**src/rtl/temperature_abnormality_monitor.sv**
```systemverilog
// Multi-channel temperature band monitor: per-channel persistence filter, hysteretic
// clear, sticky alarm flags with write-1-to-clear and a registered summary interrupt.
module temperature_abnormality_monitor #(
  parameter int NUM_CH      = 4,
  parameter int TEMP_W      = 5,
  parameter int COEF_W      = 4,
  parameter int PERSIST_CNT = 3,
  parameter int CLEAR_CNT   = 2
) (
  input  logic                     clk,
  input  logic                     rst,
  input  logic [TEMP_W-1:0]        factoryBaseTemp,
  input  logic [COEF_W-1:0]        factoryTempCoef,
  input  logic                     configLoad,
  input  logic                     sampleValid,
  input  logic [NUM_CH*TEMP_W-1:0] tempSensorValues,
  input  logic [NUM_CH-1:0]        ackMask,
  output logic [NUM_CH-1:0]        lowTempAbnormality,
  output logic [NUM_CH-1:0]        highTempAbnormality,
  output logic [NUM_CH-1:0]        stickyAlarm,
  output logic                     anyAlarm
);

  localparam int MAX_CNT = (PERSIST_CNT > CLEAR_CNT) ? PERSIST_CNT : CLEAR_CNT;
  localparam int CNT_W   = $clog2(MAX_CNT + 1);
  localparam int LIM_W   = ((TEMP_W > COEF_W) ? TEMP_W : COEF_W) + 1;

  typedef enum logic [2:0] {NORMAL, PEND_LOW, PEND_HIGH, ALARM_LOW, ALARM_HIGH} chState_t;
  typedef enum logic [1:0] {IN_BAND, IS_LOW, IS_HIGH} sampleClass_t;

  // With a single-sample persistence the pending states are skipped entirely.
  localparam chState_t         ENTER_LOW  = (PERSIST_CNT == 1) ? ALARM_LOW  : PEND_LOW;
  localparam chState_t         ENTER_HIGH = (PERSIST_CNT == 1) ? ALARM_HIGH : PEND_HIGH;
  localparam logic [CNT_W-1:0] ENTER_CNT  = (PERSIST_CNT == 1) ? '0 : CNT_W'(1);
  localparam logic [CNT_W:0]   PERSIST_LIM = (CNT_W+1)'(PERSIST_CNT);
  localparam logic [CNT_W:0]   CLEAR_LIM   = (CNT_W+1)'(CLEAR_CNT);

  function automatic logic [LIM_W-1:0] satSub(input logic [LIM_W-1:0] a, input logic [LIM_W-1:0] b);
    return (a > b) ? (a - b) : '0;
  endfunction

  function automatic sampleClass_t classify(input logic [LIM_W-1:0] s,
                                            input logic [LIM_W-1:0] lo,
                                            input logic [LIM_W-1:0] hi);
    if (s < lo)      return IS_LOW;
    else if (s > hi) return IS_HIGH;
    else             return IN_BAND;
  endfunction

  logic [TEMP_W-1:0] baseReg;
  logic [COEF_W-1:0] coefReg;
  logic [LIM_W-1:0]  lowLimit;
  logic [LIM_W-1:0]  highLimit;

  chState_t         state     [NUM_CH];
  chState_t         stateNext [NUM_CH];
  logic [CNT_W-1:0] cnt       [NUM_CH];
  logic [CNT_W-1:0] cntNext   [NUM_CH];
  logic [CNT_W:0]   cntInc    [NUM_CH];
  sampleClass_t     cls       [NUM_CH];
  logic [NUM_CH-1:0] enterAlarm;
  logic [NUM_CH-1:0] stickyNext;

  assign lowLimit  = satSub(LIM_W'(baseReg), LIM_W'(coefReg));
  assign highLimit = LIM_W'(baseReg) + LIM_W'(coefReg);

  always_comb begin
    for (int i = 0; i < NUM_CH; i++) begin
      stateNext[i] = state[i];
      cntNext[i]   = cnt[i];
      cntInc[i]    = {1'b0, cnt[i]} + 1'b1;
      cls[i]       = classify(LIM_W'(tempSensorValues[i*TEMP_W +: TEMP_W]), lowLimit, highLimit);
      if (sampleValid) begin
        case (state[i])
          NORMAL: begin
            cntNext[i] = '0;
            if (cls[i] == IS_LOW) begin
              stateNext[i] = ENTER_LOW;  cntNext[i] = ENTER_CNT;
            end else if (cls[i] == IS_HIGH) begin
              stateNext[i] = ENTER_HIGH; cntNext[i] = ENTER_CNT;
            end
          end
          PEND_LOW, PEND_HIGH: begin
            if ((cls[i] == IS_LOW && state[i] == PEND_LOW) ||
                (cls[i] == IS_HIGH && state[i] == PEND_HIGH)) begin
              if (cntInc[i] == PERSIST_LIM) begin
                stateNext[i] = (state[i] == PEND_LOW) ? ALARM_LOW : ALARM_HIGH;
                cntNext[i]   = '0;
              end else begin
                cntNext[i] = cntInc[i][CNT_W-1:0];
              end
            end else if (cls[i] == IS_LOW) begin
              stateNext[i] = ENTER_LOW;  cntNext[i] = ENTER_CNT;
            end else if (cls[i] == IS_HIGH) begin
              stateNext[i] = ENTER_HIGH; cntNext[i] = ENTER_CNT;
            end else begin
              stateNext[i] = NORMAL;     cntNext[i] = '0;
            end
          end
          ALARM_LOW, ALARM_HIGH: begin
            // Hysteresis: only a run of in-band samples clears; a repeat of the alarm side restarts it.
            if ((cls[i] == IS_LOW && state[i] == ALARM_LOW) ||
                (cls[i] == IS_HIGH && state[i] == ALARM_HIGH)) begin
              cntNext[i] = '0;
            end else if (cls[i] == IS_LOW) begin
              stateNext[i] = ENTER_LOW;  cntNext[i] = ENTER_CNT;
            end else if (cls[i] == IS_HIGH) begin
              stateNext[i] = ENTER_HIGH; cntNext[i] = ENTER_CNT;
            end else if (cntInc[i] == CLEAR_LIM) begin
              stateNext[i] = NORMAL;     cntNext[i] = '0;
            end else begin
              cntNext[i] = cntInc[i][CNT_W-1:0];
            end
          end
          default: begin
            stateNext[i] = NORMAL;
            cntNext[i]   = '0;
          end
        endcase
      end
      enterAlarm[i] = (stateNext[i] == ALARM_LOW || stateNext[i] == ALARM_HIGH) &&
                      (stateNext[i] != state[i]);
      stickyNext[i] = enterAlarm[i] | (stickyAlarm[i] & ~ackMask[i]);
    end
  end

  always_ff @(posedge clk or posedge rst) begin
    if (rst) begin
      baseReg             <= '0;
      coefReg             <= '0;
      lowTempAbnormality  <= '0;
      highTempAbnormality <= '0;
      stickyAlarm         <= '0;
      anyAlarm            <= 1'b0;
      for (int i = 0; i < NUM_CH; i++) begin
        state[i] <= NORMAL;
        cnt[i]   <= '0;
      end
    end else begin
      if (configLoad) begin
        baseReg <= factoryBaseTemp;
        coefReg <= factoryTempCoef;
      end
      for (int i = 0; i < NUM_CH; i++) begin
        state[i]               <= stateNext[i];
        cnt[i]                 <= cntNext[i];
        lowTempAbnormality[i]  <= (stateNext[i] == ALARM_LOW);
        highTempAbnormality[i] <= (stateNext[i] == ALARM_HIGH);
      end
      stickyAlarm <= stickyNext;
      anyAlarm    <= |stickyNext;
    end
  end

endmodule

```
**config.mk**
```make
export PLATFORM = sky130hd
export DESIGN_NAME = temperature_abnormality_monitor
export DESIGN_NICKNAME = d
export VERILOG_FILES = /design/src/rtl/temperature_abnormality_monitor.sv
export SDC_FILE = /design/constraint.sdc
export NUM_CORES = 1
export LEC_CHECK = 0
export CAP_MARGIN = 20
export CORE_MARGIN = 4
export CORE_UTILIZATION = 45
export DETAILED_ROUTE_END_ITERATION = 10
export PLACE_DENSITY_LB_ADDON = 0.3
export SYNTH_ARGS = -nofsm -noshare
export SYNTH_HDL_FRONTEND = slang
export SYNTH_SLANG_ARGS = --single-unit
```
**constraint.sdc**
```tcl
create_clock -name clk -period 4.8 [get_ports clk]
set_input_delay 0.72 -clock clk [delete_from_list [all_inputs] [get_ports clk]]
set_output_delay 0.72 -clock clk [all_outputs]
set_load 0.01 [all_outputs]
```
Word level (Yosys, flattened, before mapping)
Index checks and enable logic that the tools add are counted.

word-level totals
  flip-flop bits (word level) = 42
  latch bits = 0
  RAM bits = 0
  memory bits (read-only) = 0
  bits of input ports = 37
  logic and storage cells = 227
  memories kept = 0

cells by class
  add/subtract/negate cells = 6
  $mul = 0
  div/mod/pow operators = 0
  magnitude comparators = 9
  equality and inequality tests = 44
  shift operators = 0
  mux-type cells = 97
  bitwise operators = 12
  reduce and logical (&&, ||, !) cells = 45

operators with widths
  kind                 number
  $mux 3               40
  $mux 2               41
  $eq 3x2->1 const B   20
  $pmux 3 s3           4
  $eq 3x3->1 const B   8
  $gt 5x6->1           4
  $lt 5x6->1           4
  $pmux 2 s3           4
  $logic_and 1x1->1    20
  $reduce_or 2->1      8
  $add 2x1->3 const B  4
  $eq 3x1->1 const B   4
  $logic_not 3->1      4
  $logic_or 1x1->1     12
  $ne 3x3->1           4
  $eq 2x1->1 const B   4
  $eq 2x2->1 const B   4
  $mux 1               7
  $add 5x4->6          1
  $mux 6               1
  $sub 5x4->6          1
  $gt 5x4->1           1
  $and 1x1->1          4
  $not 1->1            4
  2 further kinds      5

Logic depth before layout (Yosys ltp)
  word-level depth = 15
  depth in mapped cells = 20
  mapped depth without buffers = 19

Worst setup path after synthesis
No wires, ideal clock.

  path type = reg2reg
  start = register coefReg[0]
  end = register anyAlarm
  library setup time = 0.150 ns
  arrival time = 3.467 ns
  slack = 1.184 ns
  cell stages (with the launch flop) = 17
  path buffers = 1
  cell sequence = dfrtp_1 > ha_1 > fa_1 > a21oi_1 > nor2_1 > nor2_1 > xor2_1 > ha_1 > and3_1 > and3_1 > a31oi_1 > and2_1 > buf_2 > o21ai_0 > o311a_1 > o31ai_1 > o2111ai_2

on the way
  longest elaborated chain between the ends = 15
  elaborated cells on any way between the ends = 117
  classes of those cells = 2 x add/sub; 9 x order compare; 20 x eq/ne; 49 x mux; 4 x bitwise; 33 x reduce/logical

ends and longest elaborated chain
  item                                             line     source
  start, declared                                  51       logic [COEF_W-1:0] coefReg;
  start signal, assigned                           142      coefReg <= factoryTempCoef;
  $sub 5x4->6 (tied with other cells)              39       return (a > b) ? (a - b) : '0;
  $mux 6 / $gt 5x6->1 (equally long branches)      39, 46
  $lt 5x6->1 / $mux 2 (equally long branches)      45, 46
  $mux 2                                           45       if (s < lo) return IS_LOW;
  $eq 2x2->1 / $eq 2x1->1 (equally long branches)  n/a
  $mux 3 (tied with other cells)                   107      end else if (cls[i] == IS_HIGH) begin
  $mux 3 (tied with other cells)                   105      end else if (cls[i] == IS_LOW) begin
  $mux 3, on equally long branches                 102, 84
  $pmux 3 s3                                       74       case (state[i])
  $mux 3                                           73       if (sampleValid) begin
  $eq 3x2->1 / $eq 3x3->1 (equally long branches)  121      enterAlarm[i] = (stateNext[i] == ALARM_LOW || stateNext[i] == ALARM_HIGH) &&
  $logic_or 1x1->1                                 121
  $logic_and 1x1->1                                121
  $or 1x1->1                                       123      stickyNext[i] = enterAlarm[i] | (stickyAlarm[i] & ~ackMask[i]);
  $reduce_or 4->1 *                                151      anyAlarm <= |stickyNext;
  end signal, assigned                             151
  end, declared                                    21       output logic anyAlarm

Every way passes the cells marked *; elsewhere a longest branch is shown, timed or not.
A chain may end at the register's enable or synchronous reset.

Worst setup path in the final report
  start = register baseReg[0]
  end = register anyAlarm

on the way
  longest elaborated chain between the ends = 15
  elaborated cells on any way between the ends = 117
  classes of those cells = 2 x add/sub; 9 x order compare; 20 x eq/ne; 49 x mux; 4 x bitwise; 33 x reduce/logical

ends and longest elaborated chain
  item                                             line     source
  start, declared                                  50       logic [TEMP_W-1:0] baseReg;
  start signal, assigned                           141      baseReg <= factoryBaseTemp;
  $sub 5x4->6 (tied with other cells)              39
  $mux 6 / $gt 5x6->1 (equally long branches)      39, 46
  $lt 5x6->1 / $mux 2 (equally long branches)      45, 46
  $mux 2                                           45
  $eq 2x2->1 / $eq 2x1->1 (equally long branches)  n/a
  $mux 3 (tied with other cells)                   107
  $mux 3 (tied with other cells)                   105
  $mux 3, on equally long branches                 102, 84
  $pmux 3 s3                                       74
  $mux 3                                           73
  $eq 3x2->1 / $eq 3x3->1 (equally long branches)  121
  $logic_or 1x1->1                                 121
  $logic_and 1x1->1                                121
  $or 1x1->1                                       123
  $reduce_or 4->1 *                                151

Marks and branches as above.

==> results by group <==
Synth
  – Yosys synthesis warning count: 0
  – Synthesized flop and latch total: 42
  – Share of the synthesized netlist area taken by xor and xnor gates: 1.07%
  – Area fraction in compound gates after synthesis: 26.9%
  – Share of synthesized area spent on multiplexers: 2.87%
  – Most used DFF post-synth: sky130_fd_sc_hd__dfrtp_1
  – Number of enable-type register cells in the synthesized netlist: 0
  – Simple logic cell fraction of the synthesized area: 22.7%
  – Synth top area share: 25.7%
  – Cell type with the highest aggregate area in the netlist: sky130_fd_sc_hd__dfrtp_1
  – Syn Area/Cell: 8.15 um^2
  – Post-Synthesis Cells: 502
  – Post-synthesis sequential area ratio: 25.7%
  – Main area contributors after synthesis: sky130_fd_sc_hd__dfrtp_1, sky130_fd_sc_hd__ha_1, sky130_fd_sc_hd__nand2_1
  – Number of distinct library cells after synthesis: 78
  – Nets in the synthesized netlist: 585
  – Synthesized-area fraction occupied by adder cells: 14.4%
  – Post-synth design cell area: 4090 um^2
  – Largest family of logic cells by synthesized area: compound AO/OA/AOI/OAI gates
  – Share of flip-flops with an asynchronous set or reset after synthesis: 100%

Timing
  – Post-layout minimum cycle time: 4.12 ns
  – Highest attainable clock frequency: 0.243 GHz
  – Setup WS post-layout: 0.682 ns
  – Max_slew headroom: 51.9%
  – Setup repair after global routing missed its margin: no
  – Final cycle utilization of the critical path: 85.8%
  – Max Slew Vio Count: 0
  – Slew at the pin closest to its max-slew limit: 0.713 ns
  – Final count of negative-setup-slack endpoints: 0
  – Worst clock skew on the final layout: 0.00658 ns
  – Total Neg Setup Slack: 0 ns
  – Hold Violations, Final: 0

Critical path
  – Biggest cell delay along the critical path: 0.56 ns
  – Worst setup EP type: register
  – Required time of the critical path: 4.97 ns
  – Critical path start-end classification: register to register
  – CP Buf/Inv Count: 2
  – Slowest stage cell, crit path: sky130_fd_sc_hd__o21ai_0
  – CP delay by family, top: compound AO/OA/AOI/OAI gates
  – Setup crit start kind: register
  – Worst endpoint data arrival time: 4.28 ns
  – CP max FO: 6
  – Ordered list of cells on the worst path: inv_1, ha_1, inv_1, fa_1, a21oi_1, nor2_1, o21ai_0, ha_1, o2111ai_1, a21oi_1, o31a_4, mux2i_1, o211ai_1, a32o_1, nor3_1, o2111ai_2

Placement
  – DP Wirelength: 8120 um
  – Setup Slack @ Placement: 0.700 ns
  – Total of buffers placed on input and output ports: 49
  – Placed insts: 637
  – Final GP Congestion: 0.961

Power and ir drop
  – Areal power density over the cells: 424 nW/um^2
  – Leakage power: 2.04 nW
  – Worst VDD drop: 0.142 mV

Clock network
  – TritonCTS sink count: 42
  – Insertion delay of the later-clocked pin in the worst-skew pair: 0.31 ns
  – Hold Buf Count CTS: 0
  – Clk slew on worst S/H paths: 0.09 ns
  – Clock root cell: sky130_fd_sc_hd__clkbuf_8
  – H-tree level count: 2
  – Buffers inserted by post-CTS timing repair: 0
  – Resized cells post-CTS: 0
  – CTS tree: built
  – TritonCTS buffer count: 5
  – Maximum buffer depth of the clock tree: 2

Route
  – Drt total wl: 10600 um
  – Drt first-iter violations: 235
  – Average vias per placed instance: 6.04
  – Vias after detailed routing: 3898
  – First-pass iteration count of the detailed router: 5
  – ANT nets after route: 0
  – Mean routed wirelength per cell: 16.5 um
  – DRC Markers: 0

Floorplan
  – Die area: 10700 um^2
  – Effective utilization at floorplan: 46.7%
  – Die Wd: 103 um
  – I/O pin total: 50
  – Core Footprint: 8760 um^2
  – Number of placement rows: 34
  – Die Span Y: 103 um

Finish
  – Inserted Diodes: 0
  – Area used by multi-input combinational logic: 2780 um^2
  – Most common cell after layout, fill and taps aside: sky130_fd_sc_hd__nand2_1
  – Syn-to-layout area delta: 15.9%
  – Final instance count without filler cells: 645
  – Fill count: 841
  – Share of layout cells above drive strength 1: 6.89%
  – Reg area: 1050 um^2
  – Util after Layout: 54.1%
  – Most used cells in the layout excluding fill and tap cells: sky130_fd_sc_hd__nand2_1, sky130_fd_sc_hd__clkdlybuf4s50_1, sky130_fd_sc_hd__ha_1
  – NumNets Final: 619

Global route
  – Initial antenna violation count: 0
  – Wire length of the first global-routing pass: 17400 um
  – Global route overflow: 0
  – Largest net degree at the start of global routing: 43
  – Aggregate global-route resource usage: 20.3%
  – Vias in the first global route: 3686

Min path
  – Classification of the worst-slack hold path: register to register

Job
  – Max Cap Violations: 0

Status
  – Status: finished clean
-- layout make-up --
class / count / share of cell area [%]
Multi-Input combinational cell: 398 / 58.7
Sequential cell: 42 / 22.2
Clock inverter: 3 / 1.03
Inverter: 36 / 2.85
Clock buffer: 5 / 1.45
Tap cell: 108 / 2.85
Timing Repair Buffer: 53 / 11.0
-- where the power goes --
part | internal, mW | switching [mW]
registers | 0.434 | 0.141
clock network | 0.159 | 0.143
logic | 0.481 | 0.654
total | 1.07 | 0.938
-- through the flow --
stage          total power, mW  cell area (um^2)  hold WS [ns]
6_report                  2.01              4740         0.549
5_1_grt                   2.18              4740         0.572
4_1_cts                   2.01              4740         0.553
3_5_place_dp              1.70              4630         0.529
3_3_place_gp              1.67              4630         0.524
2_1_floorplan             1.41              4090         0.493
-- state kept, by name, indices dropped and copies added (netlist names) --
| name | flops |
|---|---|
| cnt | 8 |
| lowTempAbnormality | 4 |
| state | 12 |
| anyAlarm | 1 |
| stickyAlarm | 4 |
| baseReg | 5 |
| coefReg | 4 |
| highTempAbnormality | 4 |
-- Yosys cell counts (all sizes together) (5+ instances only) --
cell and count:
a211oi 7, a21oi 39, a221oi 5, a31oi 11, a32oi 5, and2 6, and3 7, buf 7
clkbuf 19, dfrtp 42, ha 44, inv 36, mux2 6, mux2i 5, nand2 53, nand2b 6
nand3 14, nor2 40, nor2b 19, nor3 12, o2111ai 6, o211ai 5, o21ai 33, o22ai 8
-- path summary, 6_finish.rpt --
| path | startpoint | endpoint | slack, ns | depth (start not counted) |
|---|---|---|---|---|
| max | baseReg[0] | anyAlarm | 0.68 | 16 |
| min reg2reg | cnt[5] | cnt[5] | 0.55 | 1 |
| min | cnt[5] | cnt[5] | 0.55 | 1 |
| max in group asynchronous | rst | coefReg[0] | 3.56 | 3 |
| min in group asynchronous | rst | state[7] | 0.85 | 3 |
| max reg2reg | baseReg[0] | anyAlarm | 0.68 | 16 |
-- routing by layer --
layer / track usage, % / vias to the layer above / share of wire [%]
met5: 0 / - / 0
met4: 6.08 / 0 / 2.1
met3: 3.15 / 19 / 5.7
met2: 35.1 / 123 / 49
met1: 26.1 / 1844 / 43
li1: - / 1912 / -
-- kinds of logic (layout without fill, tap and decap cells) --
family          Yosys count  in the layout
fa+ha+maj                46             46
simple gates            181            181
xor+xnor                  5              5
buf+inv                  62             97
mux                      11             11
flops                    42             42
compound gates          155            155
(Power assumes the default switching activity.)
